`config.mk`:
```
export PLATFORM = sky130hd
export DESIGN_NAME = fft_bfly_sequencer
export DESIGN_NICKNAME = d
export VERILOG_FILES = /design/src/rtl/fft_bfly_sequencer.sv
export SDC_FILE = /design/constraint.sdc
export NUM_CORES = 1
export LEC_CHECK = 0
export ABC_AREA = 1
export CAP_MARGIN = 0
export CORE_UTILIZATION = 54
export CTS_BUF_LIST = sky130_fd_sc_hd__clkbuf_4
export DETAILED_ROUTE_END_ITERATION = 10
export PLACE_DENSITY = 0.77
export SLEW_MARGIN = 20
export SYNTH_ARGS = -nofsm -noshare
export SYNTH_HDL_FRONTEND = slang
export SYNTH_SLANG_ARGS = --single-unit
```
`constraint.sdc`:
```
create_clock -name clk -period 3.6 [get_ports clk]
set_input_delay 0.9 -clock clk [delete_from_list [all_inputs] [get_ports clk]]
set_output_delay 0.9 -clock clk [all_outputs]
set_load 0.02 [all_outputs]
```
`src/rtl/fft_bfly_sequencer.sv`:
```
// Address and control sequencer for an in-place radix-2 DIT FFT.
// Each stage issues N/2 butterflies (A/B read addresses plus a twiddle index),
// then idles for the read+butterfly latency so every result of the stage is
// written back before the next stage reads. Write-back addresses follow the
// issued read addresses through a fixed-length delay line.
module fft_bfly_sequencer #(
  parameter int LOG2N    = 3,
  parameter int RD_LAT   = 1,
  parameter int BFLY_LAT = 4
) (
  input  logic             clk,
  input  logic             rst_n,
  input  logic             start,
  output logic             busy,
  output logic             done,
  output logic             rd_en,
  output logic [LOG2N-1:0] rd_addr_a,
  output logic [LOG2N-1:0] rd_addr_b,
  output logic [LOG2N-2:0] tw_idx,
  output logic [3:0]       stage,
  output logic             wr_en,
  output logic [LOG2N-1:0] wr_addr_a,
  output logic [LOG2N-1:0] wr_addr_b
);

  localparam int L  = RD_LAT + BFLY_LAT;
  localparam int DW = $clog2(L + 1);
  localparam int KW = LOG2N - 1;
  localparam logic [LOG2N-1:0] ONE = {{(LOG2N-1){1'b0}}, 1'b1};

  typedef enum logic [1:0] {IDLE, ISSUE, DRAIN, DONE} state_t;

  state_t          state, state_n;
  logic [3:0]      stg, stg_n;
  logic [KW-1:0]   k, k_n;
  logic [DW-1:0]   dcnt, dcnt_n;

  logic [2*LOG2N:0] pipe [L];

  // Low s bits of k are the position inside the group, the rest select the
  // group; A is formed by opening a zero at bit s, B sets that bit.
  function automatic logic [LOG2N-1:0] addr_a_of(input logic [3:0] s, input logic [KW-1:0] kk);
    logic [LOG2N-1:0] kx;
    logic [LOG2N-1:0] mask;
    kx   = {1'b0, kk};
    mask = (ONE << s) - ONE;
    return ((kx & ~mask) << 1) | (kx & mask);
  endfunction

  function automatic logic [KW-1:0] tw_of(input logic [3:0] s, input logic [KW-1:0] kk);
    logic [LOG2N-1:0] mask;
    logic [KW-1:0]    pos;
    mask = (ONE << s) - ONE;
    pos  = kk & mask[KW-1:0];
    return pos << (4'(KW) - s);
  endfunction

  // State, stage and butterfly/drain counters.
  always_ff @(posedge clk or negedge rst_n) begin
    if (!rst_n) begin
      state <= IDLE;
      stg   <= '0;
      k     <= '0;
      dcnt  <= '0;
    end else begin
      state <= state_n;
      stg   <= stg_n;
      k     <= k_n;
      dcnt  <= dcnt_n;
    end
  end

  // Next-state logic: issue H butterflies, drain L cycles, repeat per stage.
  always_comb begin
    state_n = state;
    stg_n   = stg;
    k_n     = k;
    dcnt_n  = dcnt;
    case (state)
      IDLE: begin
        if (start) begin
          state_n = ISSUE;
          stg_n   = '0;
          k_n     = '0;
        end
      end
      ISSUE: begin
        if (k == '1) begin
          state_n = DRAIN;
          dcnt_n  = DW'(L - 1);
        end else begin
          k_n = k + 1'b1;
        end
      end
      DRAIN: begin
        if (dcnt == '0) begin
          if (stg == 4'(LOG2N - 1)) begin
            state_n = DONE;
          end else begin
            state_n = ISSUE;
            stg_n   = stg + 4'd1;
            k_n     = '0;
          end
        end else begin
          dcnt_n = dcnt - 1'b1;
        end
      end
      DONE: begin
        state_n = IDLE;
      end
      default: begin
        state_n = IDLE;
      end
    endcase
  end

  // Outputs are registered from the next state so they line up with the state.
  always_ff @(posedge clk or negedge rst_n) begin
    if (!rst_n) begin
      busy      <= 1'b0;
      done      <= 1'b0;
      rd_en     <= 1'b0;
      rd_addr_a <= '0;
      rd_addr_b <= '0;
      tw_idx    <= '0;
      stage     <= '0;
    end else begin
      busy  <= (state_n == ISSUE) || (state_n == DRAIN);
      done  <= (state_n == DONE);
      rd_en <= (state_n == ISSUE);
      stage <= ((state_n == ISSUE) || (state_n == DRAIN)) ? stg_n : 4'd0;
      if (state_n == ISSUE) begin
        rd_addr_a <= addr_a_of(stg_n, k_n);
        rd_addr_b <= addr_a_of(stg_n, k_n) | (ONE << stg_n);
        tw_idx    <= tw_of(stg_n, k_n);
      end else begin
        rd_addr_a <= '0;
        rd_addr_b <= '0;
        tw_idx    <= '0;
      end
    end
  end

  // Write-back delay line: an issue appears as a write exactly L cycles later.
  always_ff @(posedge clk or negedge rst_n) begin
    if (!rst_n) begin
      for (int i = 0; i < L; i++) pipe[i] <= '0;
    end else begin
      pipe[0] <= {rd_en, rd_addr_a, rd_addr_b};
      for (int i = 1; i < L; i++) pipe[i] <= pipe[i-1];
    end
  end

  assign {wr_en, wr_addr_a, wr_addr_b} = pipe[L-1];

endmodule

```
# Word level (Yosys, flattened, before mapping)
# Cells that the tools add are included.
# op_classes
n_addsub	5
n_mul	0
div	0
order_cmp	0
n_eq_ne	10
shift	2
muxes	21
n_bitwise	6
n_reduce_logical	5
# ops
operator	count
$mux W2	9
$mux W4	4
$mux W3	4
$eq A2 B2 Y1 const B	5
$pmux W2 S4	1
$pmux W4 S2	1
$or A3 B3 Y3	2
$pmux W2 S3	1
$pmux W3 S2	1
$sub A3 B1 Y3 const B	2
$add A4 B1 Y4 const B	1
$and A2 B2 Y2	2
$eq A2 B1 Y1 const B	2
$eq A4 B2 Y1 const B	1
$ne A2 B2 Y1 const B	2
$shl A1 B4 Y3 const A	1
$shl A2 B4 Y2	1
$sub A2 B4 Y4 const A	1
$and A2 B3 Y3	1
$logic_not A3 Y1	1
$reduce_and A3 Y1	1
$add A2 B1 Y2 const B	1
$logic_not A2 Y1	1
$not A2 Y2	1
other kinds (2)	2
# totals
ff_bits	61
latch_bits	0
mem_bits_rw	0
rom_bits	0
in_bits	3
out_inout_bits	22
elab_cells	65
memories	0

# Depth between registers and ports, before layout
# depth
word_depth	11
depth_mapped	17
mapped_depth_nobuf	17

# Worst setup path after synthesis
# No wires, ideal clock.
# synth_timing
kind	input to register
startpoint	input start
endpoint	register tw_idx[1]
setup_time_ns	0.063
arrival_ns	1.975
required_time_ns	3.537
setup_slack_ns	1.562
path_stages	15
path_buffers	0
cell_sequence	inv_1 -> nand2_1 -> nand2_2 -> nor2_1 -> nand2_1 -> nand2_2 -> inv_1 -> ha_1 -> inv_1 -> nand3_1 -> nand2_1 -> nand3_1 -> nor2_1 -> nand2_1 -> inv_1
# synth_between
elab_chain_len	7
elab_cells_between_ends	13
classes_between	add/sub (2); eq/ne (1); shift (2); mux (7); bitwise (1)
# synth_lines
element	line	rtl
start: declaration	13	input logic start,
$mux W4	81	if (start) begin
$pmux W4 S2	79	case (state)
$shl A1 B4 Y3	53	mask = (ONE << s) - ONE;
$sub A3 B1 Y3	53	
$and A2 B2 Y2	54	pos = kk & mask[KW-1:0];
$shl A2 B4 Y2	55	return pos << (4'(KW) - s);
$mux W2 (*)	132	if (state_n == ISSUE) begin
end signal: assignment	135	tw_idx <= tw_of(stg_n, k_n);
end: declaration	19	output logic [LOG2N-2:0] tw_idx,
# Mark *: on every way between the ends. The rest lies on a longest branch, timed or not.
# A chain may end at the register's enable or synchronous reset.

# Worst setup path after layout
# layout_timing
startpoint	register rd_addr_b[2]
endpoint	output rd_addr_b[2]
# layout_rtl
element	line	rtl
start: declaration	18	output logic [LOG2N-1:0] rd_addr_b,
start signal: assignment	134	rd_addr_b <= addr_a_of(stg_n, k_n) | (ONE << stg_n);
# No word-level cell between the ends.

==> results.json <==
{
  "clock-root-buffer": "clkbuf_4",
  "ys.flop_type": "dfrtp_1",
  "worstPathRequired_ns": 2.70,
  "instances_no_fill": 295,
  "drt_wl_total_um": 3486,
  "worst_ep_arrival_time_ns": 1.37,
  "worstHoldPathType": "primary input to async pin",
  "dp_hpwl_um": 2522,
  "netlist_top_cells_count": "61 x dfrtp_1, 44 x nand2_1, 26 x inv_1",
  "final_area_um2": 2720,
  "placedInstanceArea_um2": 2569,
  "setup_tns_ns": 0,
  "area_growth_pct": 18.22,
  "cts_tree": "done",
  "status": "finished, final reports clean",
  "cp_max_fo": 2,
  "reg2regPathDepth": 11,
  "avgSynthCellArea_um2": 10.96,
  "hold_viol": 0,
  "regToRegSetupSlack_ns": 1.36,
  "core_area_um2": 4058,
  "end_kind": "output pin",
  "die-area_um2": 4526,
  "synthArstFlopShare_pct": 100.0,
  "max_stage_delay_ns": 0.61,
  "fmaxAchievable_ghz": 0.4405,
  "path_class": "flip-flop to output pin",
  "drv_cap": 0,
  "critPathLaunch": "rd_addr_b[2]",
  "drtAntennaViolNets": 0,
  "yosysMostFrequentCell": "dfrtp_1",
  "finalNetCount": 255,
  "synth_edf_count": 0,
  "htree_levels": 3,
  "num_rows": 23,
  "worstSetupStartpointType": "flip-flop",
  "pin_count": 25,
  "setup-violations-final": 0,
  "synth-seq-cells": 61,
  "peakVddDrop_mv": 0.4230,
  "dr.pass1.iters": 3,
  "layout_min_cycle_time_ns": 2.270,
  "power.density_nw_per_um2": 770.9,
  "r2r_end": "tw_idx[0]",
  "crit_family": "buffers and inverters",
  "fill_cells": 301,
  "gp_congestion": 0.9062,
  "netlist.area_leader.share_pct": 66.34,
  "clk_pin_slew_worst_paths_ns": 0.10,
  "post-route-period-util_pct": 63.06,
  "route.vias.total": 1402,
  "fin_skew_ns": 0.01238,
  "route.detailed.drc": 0,
  "relSlewSlack_pct": 71.54,
  "gr-total-overflow": 0,
  "worst_r2r_startpoint": "state[0]",
  "drt-wirelength-per-cell_um": 11.82,
  "grt_max_degree": 38,
  "grt_use_total_pct": 18.72,
  "crit_chain": "clkdlybuf4s50_1",
  "rsz0062_at_grt": "no",
  "clk_latency_ns": 0.39,
  "antenna_found_initial": 0,
  "worstMarginPinSlew_ns": 0.4270,
  "antenna_cells": 0,
  "fp.dieH_um": 67.28,
  "grt_pass1_wl_um": 5830,
  "syn_inst": 210,
  "ys_warn_count": 0,
  "post_drt_via_cell_ratio": 4.753,
  "cts_setup_buffers": 0,
  "synth_cell_types": 21,
  "die_w_um": 67.28,
  "netlist_area_um2": 2301,
  "cts.hold.buffers_added": 0,
  "drt_iter0_drc": 40,
  "cts_sinks": 61,
  "syn-num-nets": 224,
  "yosys-top-cells-area": "dfrtp_1 66%, nand2_1 7.2%, ha_1 6.0%",
  "seq_area_frac_synth_pct": 66.34,
  "drive_gt1_share_pct": 13.06,
  "crit_buf_inv": 1,
  "power_leakage_nw": 1.418,
  "portBuffers": 24,
  "grt_pass1_vias": 1380,
  "cts_buffers": 9,
  "maxSlewViolCount": 0,
  "start_util_pct": 56.71,
  "dp.cells": 280,
  "crit_path_top_delay_cell": "clkdlybuf4s50_1",
  "ctsResizeCount": 0,
  "synth_top_cell_by_area": "dfrtp_1",
  "clockBufferDepth": 2
}
[per-layer routing]
metal  wire [um]  GRT usage (%)  share of wire, %
met5           0              0                 0
met4          57          9.840               1.6
met3         167          8.615               4.8
met2        1568          27.63                45
met1        1693          22.92                49
[through the flow]
step | setup WS, ns | utilization [%] | power (mW) | hold WS (ns)
3_5_place_dp | 0.9523 | 63.31 | 1.604 | 0.3347
4_1_cts | 1.301 | 67.04 | 2.114 | 0.3245
2_1_floorplan | 1.562 | - | 1.376 | 0.3312
5_1_grt | 1.061 | 67.04 | 2.248 | 0.3125
6_report | 1.330 | 67.04 | 2.097 | 0.3373
3_3_place_gp | 0.9857 | 63.31 | 1.579 | 0.3314
[sequential cells by signal, summed over array words and instances (netlist names), 2 cells and up]
| register | flops |
|---|---|
| k | 2 |
| state | 2 |
| pipe | 28 |
| rd_addr_b | 3 |
| wr_addr_b | 3 |
| wr_addr_a | 3 |
| tw_idx | 2 |
| dcnt | 3 |
| rd_addr_a | 3 |
| stage | 4 |
| stg | 4 |
[how the worst max path moves through the flow]
stage | endpoint | slack, ns | cells past startpoint
floorplan | tw_idx[1] | 1.56 | 15
global placement | tw_idx[1] | 0.99 | 16
detailed placement | tw_idx[1] | 0.95 | 14
CTS | rd_addr_b[2] | 1.30 | 1
global route | tw_idx[0] | 1.06 | 11
finish | rd_addr_b[2] | 1.33 | 1
[placed cells by master, fill, tap and decap left out, types with 2 or more instances in the layout]
master,count
a21oi_1,2
clkdlybuf4s50_1,23
ha_1,11
o21ai_0,5
inv_1,26
nor2_2,3
dfrtp_1,61
nand2_2,5
nor2_1,17
nand2_1,44
bufinv_16,2
clkbuf_4,10
nand3_1,16
inv_2,5
clkinv_1,2
buf_4,2
[final cells by class]
class | count | area (um^2) | share of cell area (%)
Timing Repair Buffer | 26 | 250.2 | 9.200
Sequential cell | 61 | 1526 | 56.12
Tap cell | 50 | 62.56 | 2.300
Inverter | 31 | 116.4 | 4.278
Clock inverter | 5 | 76.32 | 2.806
Multi-Input combinational cell | 112 | 613.1 | 22.54
Clock buffer | 10 | 75.07 | 2.760
[report_power, final]
part | internal [mW] | switching (mW)
combinational | 0.247 | 0.435
clock | 0.283 | 0.226
sequential | 0.838 | 0.0680
total | 1.37 | 0.729
[logic make-up (layout without fill, tap and decap cells)]
| group | after synthesis | after routing | synth area share, % |
|---|---|---|---|
| adder cells (fa/ha/maj) | 11 | 11 | 5.981 |
| flip-flops | 61 | 61 | 66.34 |
| XOR/XNOR | 1 | 1 | 0.3807 |
| AO/OA/AOI/OAI | 12 | 12 | 3.209 |
| buffers and inverters | 37 | 72 | 7.014 |
| AND/OR/NAND/NOR | 88 | 88 | 17.08 |
Power figures use the tool's default switching activity.
